## src/rtl/fitness_scan.sv

```systemverilog
// Sweeps the population register file once per new_data pulse and reports the
// maximum word, its index and the sum. FITNESS_SCAN_MIN_EN adds worst_val/worst_idx.
module fitness_scan #(
    parameter int POPSIZE    = 100,
    parameter int DATA_WIDTH = 8,
    parameter int SUM_WIDTH  = DATA_WIDTH + $clog2(POPSIZE)
) (
    input  logic                       clk,
    input  logic                       rst_n,
    input  logic                       new_data,
    input  logic                       data_vld,
    input  logic [DATA_WIDTH-1:0]      data_in,
    output logic                       rd_rqst,
    output logic [$clog2(POPSIZE)-1:0] read_addr,
    output logic                       busy,
    output logic                       scan_done,
    output logic [DATA_WIDTH-1:0]      best_val,
    output logic [$clog2(POPSIZE)-1:0] best_idx,
    output logic [SUM_WIDTH-1:0]       fit_sum
`ifdef FITNESS_SCAN_MIN_EN
    ,
    output logic [DATA_WIDTH-1:0]      worst_val,
    output logic [$clog2(POPSIZE)-1:0] worst_idx
`endif
);
    localparam int AW = $clog2(POPSIZE);
    localparam logic [AW-1:0] LAST = AW'(POPSIZE - 1);

    typedef enum logic [1:0] {IDLE, REQ, DRAIN, DONE} state_t;
    state_t state;

    logic [DATA_WIDTH-1:0] scr_best;
    logic [AW-1:0]         scr_idx;
    logic [SUM_WIDTH-1:0]  scr_sum;
    logic                  take_best;

    // Member 0 seeds the scratch max; later members replace it only when strictly larger.
    assign take_best = (read_addr == '0) || (data_in > scr_best);

`ifdef FITNESS_SCAN_MIN_EN
    logic [DATA_WIDTH-1:0] scr_worst;
    logic [AW-1:0]         scr_widx;
    logic                  take_worst;
    assign take_worst = (read_addr == '0) || (data_in < scr_worst);
`endif

    always_ff @(posedge clk or negedge rst_n) begin
        if (!rst_n) begin
            state     <= IDLE;
            rd_rqst   <= 1'b0;
            read_addr <= '0;
            busy      <= 1'b0;
            scan_done <= 1'b0;
            best_val  <= '0;
            best_idx  <= '0;
            fit_sum   <= '0;
            scr_best  <= '0;
            scr_idx   <= '0;
            scr_sum   <= '0;
`ifdef FITNESS_SCAN_MIN_EN
            worst_val <= '0;
            worst_idx <= '0;
            scr_worst <= '0;
            scr_widx  <= '0;
`endif
        end else begin
            scan_done <= 1'b0;
            // DONE commits even when a new frame arrives in the same cycle.
            if (state == DONE) begin
                best_val  <= scr_best;
                best_idx  <= scr_idx;
                fit_sum   <= scr_sum;
                scan_done <= 1'b1;
`ifdef FITNESS_SCAN_MIN_EN
                worst_val <= scr_worst;
                worst_idx <= scr_widx;
`endif
            end
            if (new_data) begin
                // A fresh frame always (re)starts the sweep; any in-flight word is dropped.
                state     <= REQ;
                rd_rqst   <= 1'b1;
                busy      <= 1'b1;
                read_addr <= '0;
                scr_best  <= '0;
                scr_idx   <= '0;
                scr_sum   <= '0;
`ifdef FITNESS_SCAN_MIN_EN
                scr_worst <= '0;
                scr_widx  <= '0;
`endif
            end else begin
                case (state)
                    IDLE: ;
                    REQ: begin
                        if (data_vld) begin
                            scr_sum <= scr_sum + SUM_WIDTH'(data_in);
                            if (take_best) begin
                                scr_best <= data_in;
                                scr_idx  <= read_addr;
                            end
`ifdef FITNESS_SCAN_MIN_EN
                            if (take_worst) begin
                                scr_worst <= data_in;
                                scr_widx  <= read_addr;
                            end
`endif
                            rd_rqst <= 1'b0;
                            state   <= DRAIN;
                        end
                    end
                    // One dead cycle swallows the repeated strobe the reg file may send.
                    DRAIN: begin
                        if (read_addr == LAST) begin
                            busy  <= 1'b0;
                            state <= DONE;
                        end else begin
                            read_addr <= read_addr + 1'b1;
                            rd_rqst   <= 1'b1;
                            state     <= REQ;
                        end
                    end
                    DONE:    state <= IDLE;
                    default: state <= IDLE;
                endcase
            end
        end
    end
endmodule
```

## config.mk

```make
export PLATFORM = sky130hd
export DESIGN_NAME = fitness_scan
export DESIGN_NICKNAME = d
export VERILOG_FILES = /design/src/rtl/fitness_scan.sv
export SDC_FILE = /design/constraint.sdc
export NUM_CORES = 1
export LEC_CHECK = 0
export CORE_ASPECT_RATIO = 1.4
export CORE_MARGIN = 4
export CORE_UTILIZATION = 37
export CTS_CLUSTER_DIAMETER = 120
export DETAILED_ROUTE_END_ITERATION = 10
export HOLD_SLACK_MARGIN = 0.15
export MAX_ROUTING_LAYER = met4
export PLACE_DENSITY = 0.63
export SLEW_MARGIN = 20
export SYNTH_ARGS = -nofsm -noshare
export SYNTH_HDL_FRONTEND = slang
export SYNTH_SLANG_ARGS = --single-unit
```

## constraint.sdc

```tcl
create_clock -name clk -period 2.4 [get_ports clk]
set_input_delay 0.24 -clock clk [delete_from_list [all_inputs] [get_ports clk]]
set_output_delay 0.24 -clock clk [all_outputs]
set_load 0.02 [all_outputs]
```

---- Word level (Yosys, flattened, before mapping) ----
Cells that the tools add are included.
word-level totals
  input bits .............................. 12
  register bits after elaboration ......... 72
operators by class
  $lt $le $gt $ge ......................... 1
  add/sub/neg operators ................... 2
  eq/ne operators ......................... 7
  mux-type cells .......................... 26
  reductions and logical operators ........ 15
operators with widths
  cell                                                                    number
  7-bit 2-to-1 mux                                                        7
  15-bit 2-to-1 mux                                                       3
  8-bit 2-to-1 mux                                                        4
  15-bit by 8-bit adder with 15-bit output                                1
  2-bit nonzero test                                                      5
  8-bit > comparator                                                      1
  2-bit AND reduction                                                     4
  7-bit by 1-bit adder with 7-bit output (second input constant)          1
  7-bit equality test (second input constant)                             1
  7-bit zero test                                                         1
  1-bit 2-to-1 mux                                                        7
  2-bit 2-to-1 mux                                                        3
  3-bit != test (second input constant)                                   2
  2-bit one-hot mux with 3 select lines                                   1
  3-bit AND reduction                                                     2
  2-bit equality test (second input constant)                             2
  4-bit nonzero test                                                      1
  3-bit nonzero test                                                      1
  2-bit by 1-bit equality test with 1-bit output (second input constant)  1
  2-bit != test (second input constant)                                   1
  1-bit one-hot mux with 2 select lines                                   1
  1-bit logical OR                                                        1

---- Longest topological paths before layout ----
  depth in word-level cells ............... 6
  depth in mapped cells ................... 9
  mapped depth without buffers ............ 7

---- Worst setup path after synthesis ----
OpenSTA, ideal clock, no wires.
  path kind ............................... flip-flop to flip-flop
  start point ............................. reg scr_sum[0]
  end point ............................... reg scr_sum[6]
  slack ................................... 0.370 ns
  path buffers ............................ 0
  data arrival time ....................... 1.904 ns
  setup time .............................. 0.126 ns
  stages on the path, launching flop included .. 8
  period minus slack after synthesis ...... 2.030 ns
  required time ........................... 2.274 ns
  path through ............................ dfrtp_1 ha_1 fa_1 a211oi_2 o21bai_1 a21oi_1 nor4_1 a311o_1
on the way
  cells in the longest elaborated chain, start to end .. 4
ends and longest elaborated chain
  what                                      line  RTL
  start: declaration                        34    logic [SUM_WIDTH-1:0] scr_sum;
  start signal: assignment                  97    scr_sum <= scr_sum + SUM_WIDTH'(data_in);
  15-bit by 8-bit adder with 15-bit output  97
  15-bit 2-to-1 mux                         96    if (data_vld) begin
  15-bit 2-to-1 mux                         93    case (state)
  15-bit 2-to-1 mux                         79    if (new_data) begin
Every way passes these cells. The select of a mux whose other input is x is not followed.
A chain may end at the register's enable or synchronous reset.

---- Final worst setup path ----
  start point ............................. in data_in[0]
  end point ............................... reg scr_sum[6]
on the way
  cells in the longest elaborated chain, start to end .. 4
ends and longest elaborated chain
  what                                      line  RTL
  start: declaration                        12    input logic [DATA_WIDTH-1:0] data_in,
  15-bit by 8-bit adder with 15-bit output  97
  15-bit 2-to-1 mux                         96
  15-bit 2-to-1 mux                         93
  15-bit 2-to-1 mux                         79
Every way passes these cells. The select of a mux whose other input is x is not followed.

==> out/metrics.csv <==
stage,metric,value,unit
routing,vias,2655,
pwr,p_leak,2.11,nW
grt,grt_pass1_wl,13200,um
cts,clock_latency,330,ps
critical_path,slowest_stage,clkdlybuf4s50_1,
timing,period_share,89.7,%
timing,finalSetupViolCount,0,
routing,wl_per_cell,15.7,um
critical_path,cp_top_family,compound AO/OA/AOI/OAI gates,
synthesis,async_flop_share,100,%
cts,numCtsBuffers,9,
routing,vias_per_cell,5.33,
cts,clock_path_buffers,2,
floorplan,initial_utilization,37.7,%
pwr,power_switching,1.42,mW
critical_path,crit_buf_inv,1,
critical_path,endpoint_kind,register,
pwr,ir_worst_vdd,0.000419,V
floorplan,die_area,11300,um2
placed_design,postPlaceCellArea,4310,um2
grt,use_met2,25.8,%
timing,worst_pin_slew,676,ps
cts,clkSinkCount,72,
pwr,power_density,975,nW/um2
floorplan,fp-row-count,42,
floorplan,die_width,91.0,um
synthesis,synth_edf_count,0,
timing,min_period,2150,ps
critical_path,crit_fanout,3,
routing,first_pass_iters,4,
placed_design,gp_congestion,0.870,
critical_path,crit_chain,"clkdlybuf4s50_1, ha_1, fa_1, a211oi_2, o21bai_1, a21oi_1, nor4_1, a311o_1",
job,drv_cap,0,
critical_path,required,2610,ps
timing,fin_skew,5.11,ps
cells_and_area,drive_gt1_share,19.3,%
critical_path,criticalPathCategory,in2reg,
pwr,p_clk_share,30.4,%
synthesis,syn_area,3560,um2
synthesis,yosysTopAreaCellShare,50.5,%
cells_and_area,area_delta_synth_final,30.3,%
synthesis,syn_nets,348,
grt,grt_pass1_vias,2757,
grt,top_usage_layer,met2,
run_status,status,"finished, final reports clean",
cells_and_area,diodes,0,
synthesis,synth_area_leaders,"dfrtp_1 (51%), mux2_2 (10%), ha_1 (7.4%), a22o_1 (3.4%), a21oi_1 (2.9%)",
routing,drtIter0Drc,96,
synthesis,ys_warn_count,0,
timing,slew_viol_final,0,
pwr,cellInternalPower,3.10,mW
cts,clk_pin_slew_worst_paths,50,ps
placed_design,io_buffers,51,
synthesis,yosysSeqAreaShare,50.5,%
cts,postCtsResizedCells,0,
timing,rsz0062_at_grt,no,
timing,finalHoldViolations,0,
cts,htreeDepth,3,
critical_path,cp.arrival,2360,ps
grt,grt_use_total,15.2,%
cells_and_area,final_area,4640,um2
pwr,pwr-share-comb,34.6,%
min_path,hp-class,in2async,
synthesis,ys_types,47,
synthesis,synth_area_leader_cell,dfrtp_1,
cts,cts_root_buffer,clkbuf_16,
floorplan,io_pins,52,
routing,wirelength,7840,um
routing,route.detailed.drc,0,
synthesis,syn_area_per_cell,11.4,um2
grt,grt.overflow.total,0,
timing,max_freq,0.464,GHz
critical_path,cp-start-kind,input pin,
synthesis,synth_flop_cell,dfrtp_1,
timing,relSlewSlack,54.9,%
pwr,seq_power_share,35.0,%
cts,cts_tree,done,
synthesis,syn_inst,314,
pwr,swShare,31.5,%
routing,ant_nets,0,
floorplan,core-area,9460,um2
grt,grt_start_max_net_pins,44,
floorplan,die_y,124,um
synthesis,synth_seq_cells,72,
cells_and_area,final_net_count,417,
timing,whs,490,ps
critical_path,critPathMaxStageDelay,460,ps
cells_and_area,finalCoreUtilization,49.1,%
grt,antenna_found_initial,0,
placed_design,post-dp-hpwl,5840,um
grt,gr-usage-met3,3.20,%
grt,met1_usage,17.2,%
repair_timing:
item,4_1_cts,5_1_grt
hold endpoints to repair,29,0
hold buffers,1,0
setup buffers,0,0
flip-flops by register name, indices dropped and copies added, names as in the netlist, 2 cells and up:
signal	count
fit_sum	15
scr_sum	15
best_val	8
scr_best	8
best_idx	7
read_addr	7
scr_idx	7
state	2
per-stage QoR:
stage / setup TNS, ps / cells / worst slack (ps) / power (mW)
floorplan: 0 / 314 / 370 / 2.55
finish: 0 / 498 / 247 / 4.53
global placement: -45.0 / 481 / -45.0 / 3.14
detailed placement: -151 / 481 / -92.0 / 3.18
CTS: 0 / 498 / 257 / 4.59
global route: 0 / 498 / 196 / 4.80
synthesized netlist by cell type (6+ instances only):
master and instances:
clkbuf_1 6, a22o_1 14, nand2_1 21, nor2_1 19, dfrtp_1 72, o21ai_0 9
ha_1 21, nand3_1 7, a21oi_1 21, inv_1 14, mux2_2 33
path summary, 6_finish.rpt:
check | from | end | slack [ps] | depth (start not counted)
hold reg to reg | busy | busy | 490 | 1
min in group clk | busy | busy | 490 | 1
hold / removal | rst_n | best_val[1] | 490 | 2
max in group asynchronous | rst_n | fit_sum[0] | 1240 | 3
setup reg to reg | scr_sum[0] | scr_sum[6] | 270 | 7
setup / recovery | data_in[0] | scr_sum[6] | 250 | 8
cells by family (layout without fill, tap and decap cells):
kind of cell	count (synthesis)	in the layout	synth area share, %
simple gates	79	79	11.2
compound gates	74	74	15.1
flops	72	72	50.5
mux	34	34	10.7
fa+ha+maj	22	22	7.93
buf+inv	27	101	3.09
xor+xnor	6	6	1.47
power by group through the flow:
stage | clock network, mW | logic (mW) | registers [mW]
global route | 1.46 | 1.72 | 1.62
global placement | 0 | 1.55 | 1.60
CTS | 1.41 | 1.58 | 1.59
finish | 1.37 | 1.57 | 1.58
floorplan | 0 | 0.798 | 1.75
detailed placement | 0 | 1.57 | 1.61
worst register-to-register path, delay by kind of cell, from the launching register on:
kind	cells	cell delay, ps
AND/OR/NAND/NOR	1	70
flip-flops	1	390
AO/OA/AOI/OAI	4	950
adder cells (fa/ha/maj)	2	610
final cells by class:
type | count | area (um2)
Sequential cell | 72 | 1800
Tap cell | 110 | 138
Clock inverter | 2 | 35.0
Clock buffer | 14 | 284
Timing Repair Buffer | 70 | 676
Fill cell | 864 | 4820
Multi-Input combinational cell | 215 | 1650
Inverter | 15 | 56.3
per-layer routing:
metal	share of wire, %	vias up
met2	50	43
met3	3.4	17
met4	2.7	0
met5	0	-
li1	-	1285
met1	44	1310
placed cells by master (no fill, tap or decap), drive strengths merged, types with 14 or more instances in the layout:
master / instances
mux2: 33
a21oi: 21
buf: 19
clkbuf: 14
nor2: 19
nand2: 21
ha: 21
dfrtp: 72
clkdlybuf4s50: 50
a22o: 14
inv: 14
Power figures use the tool's default switching activity.
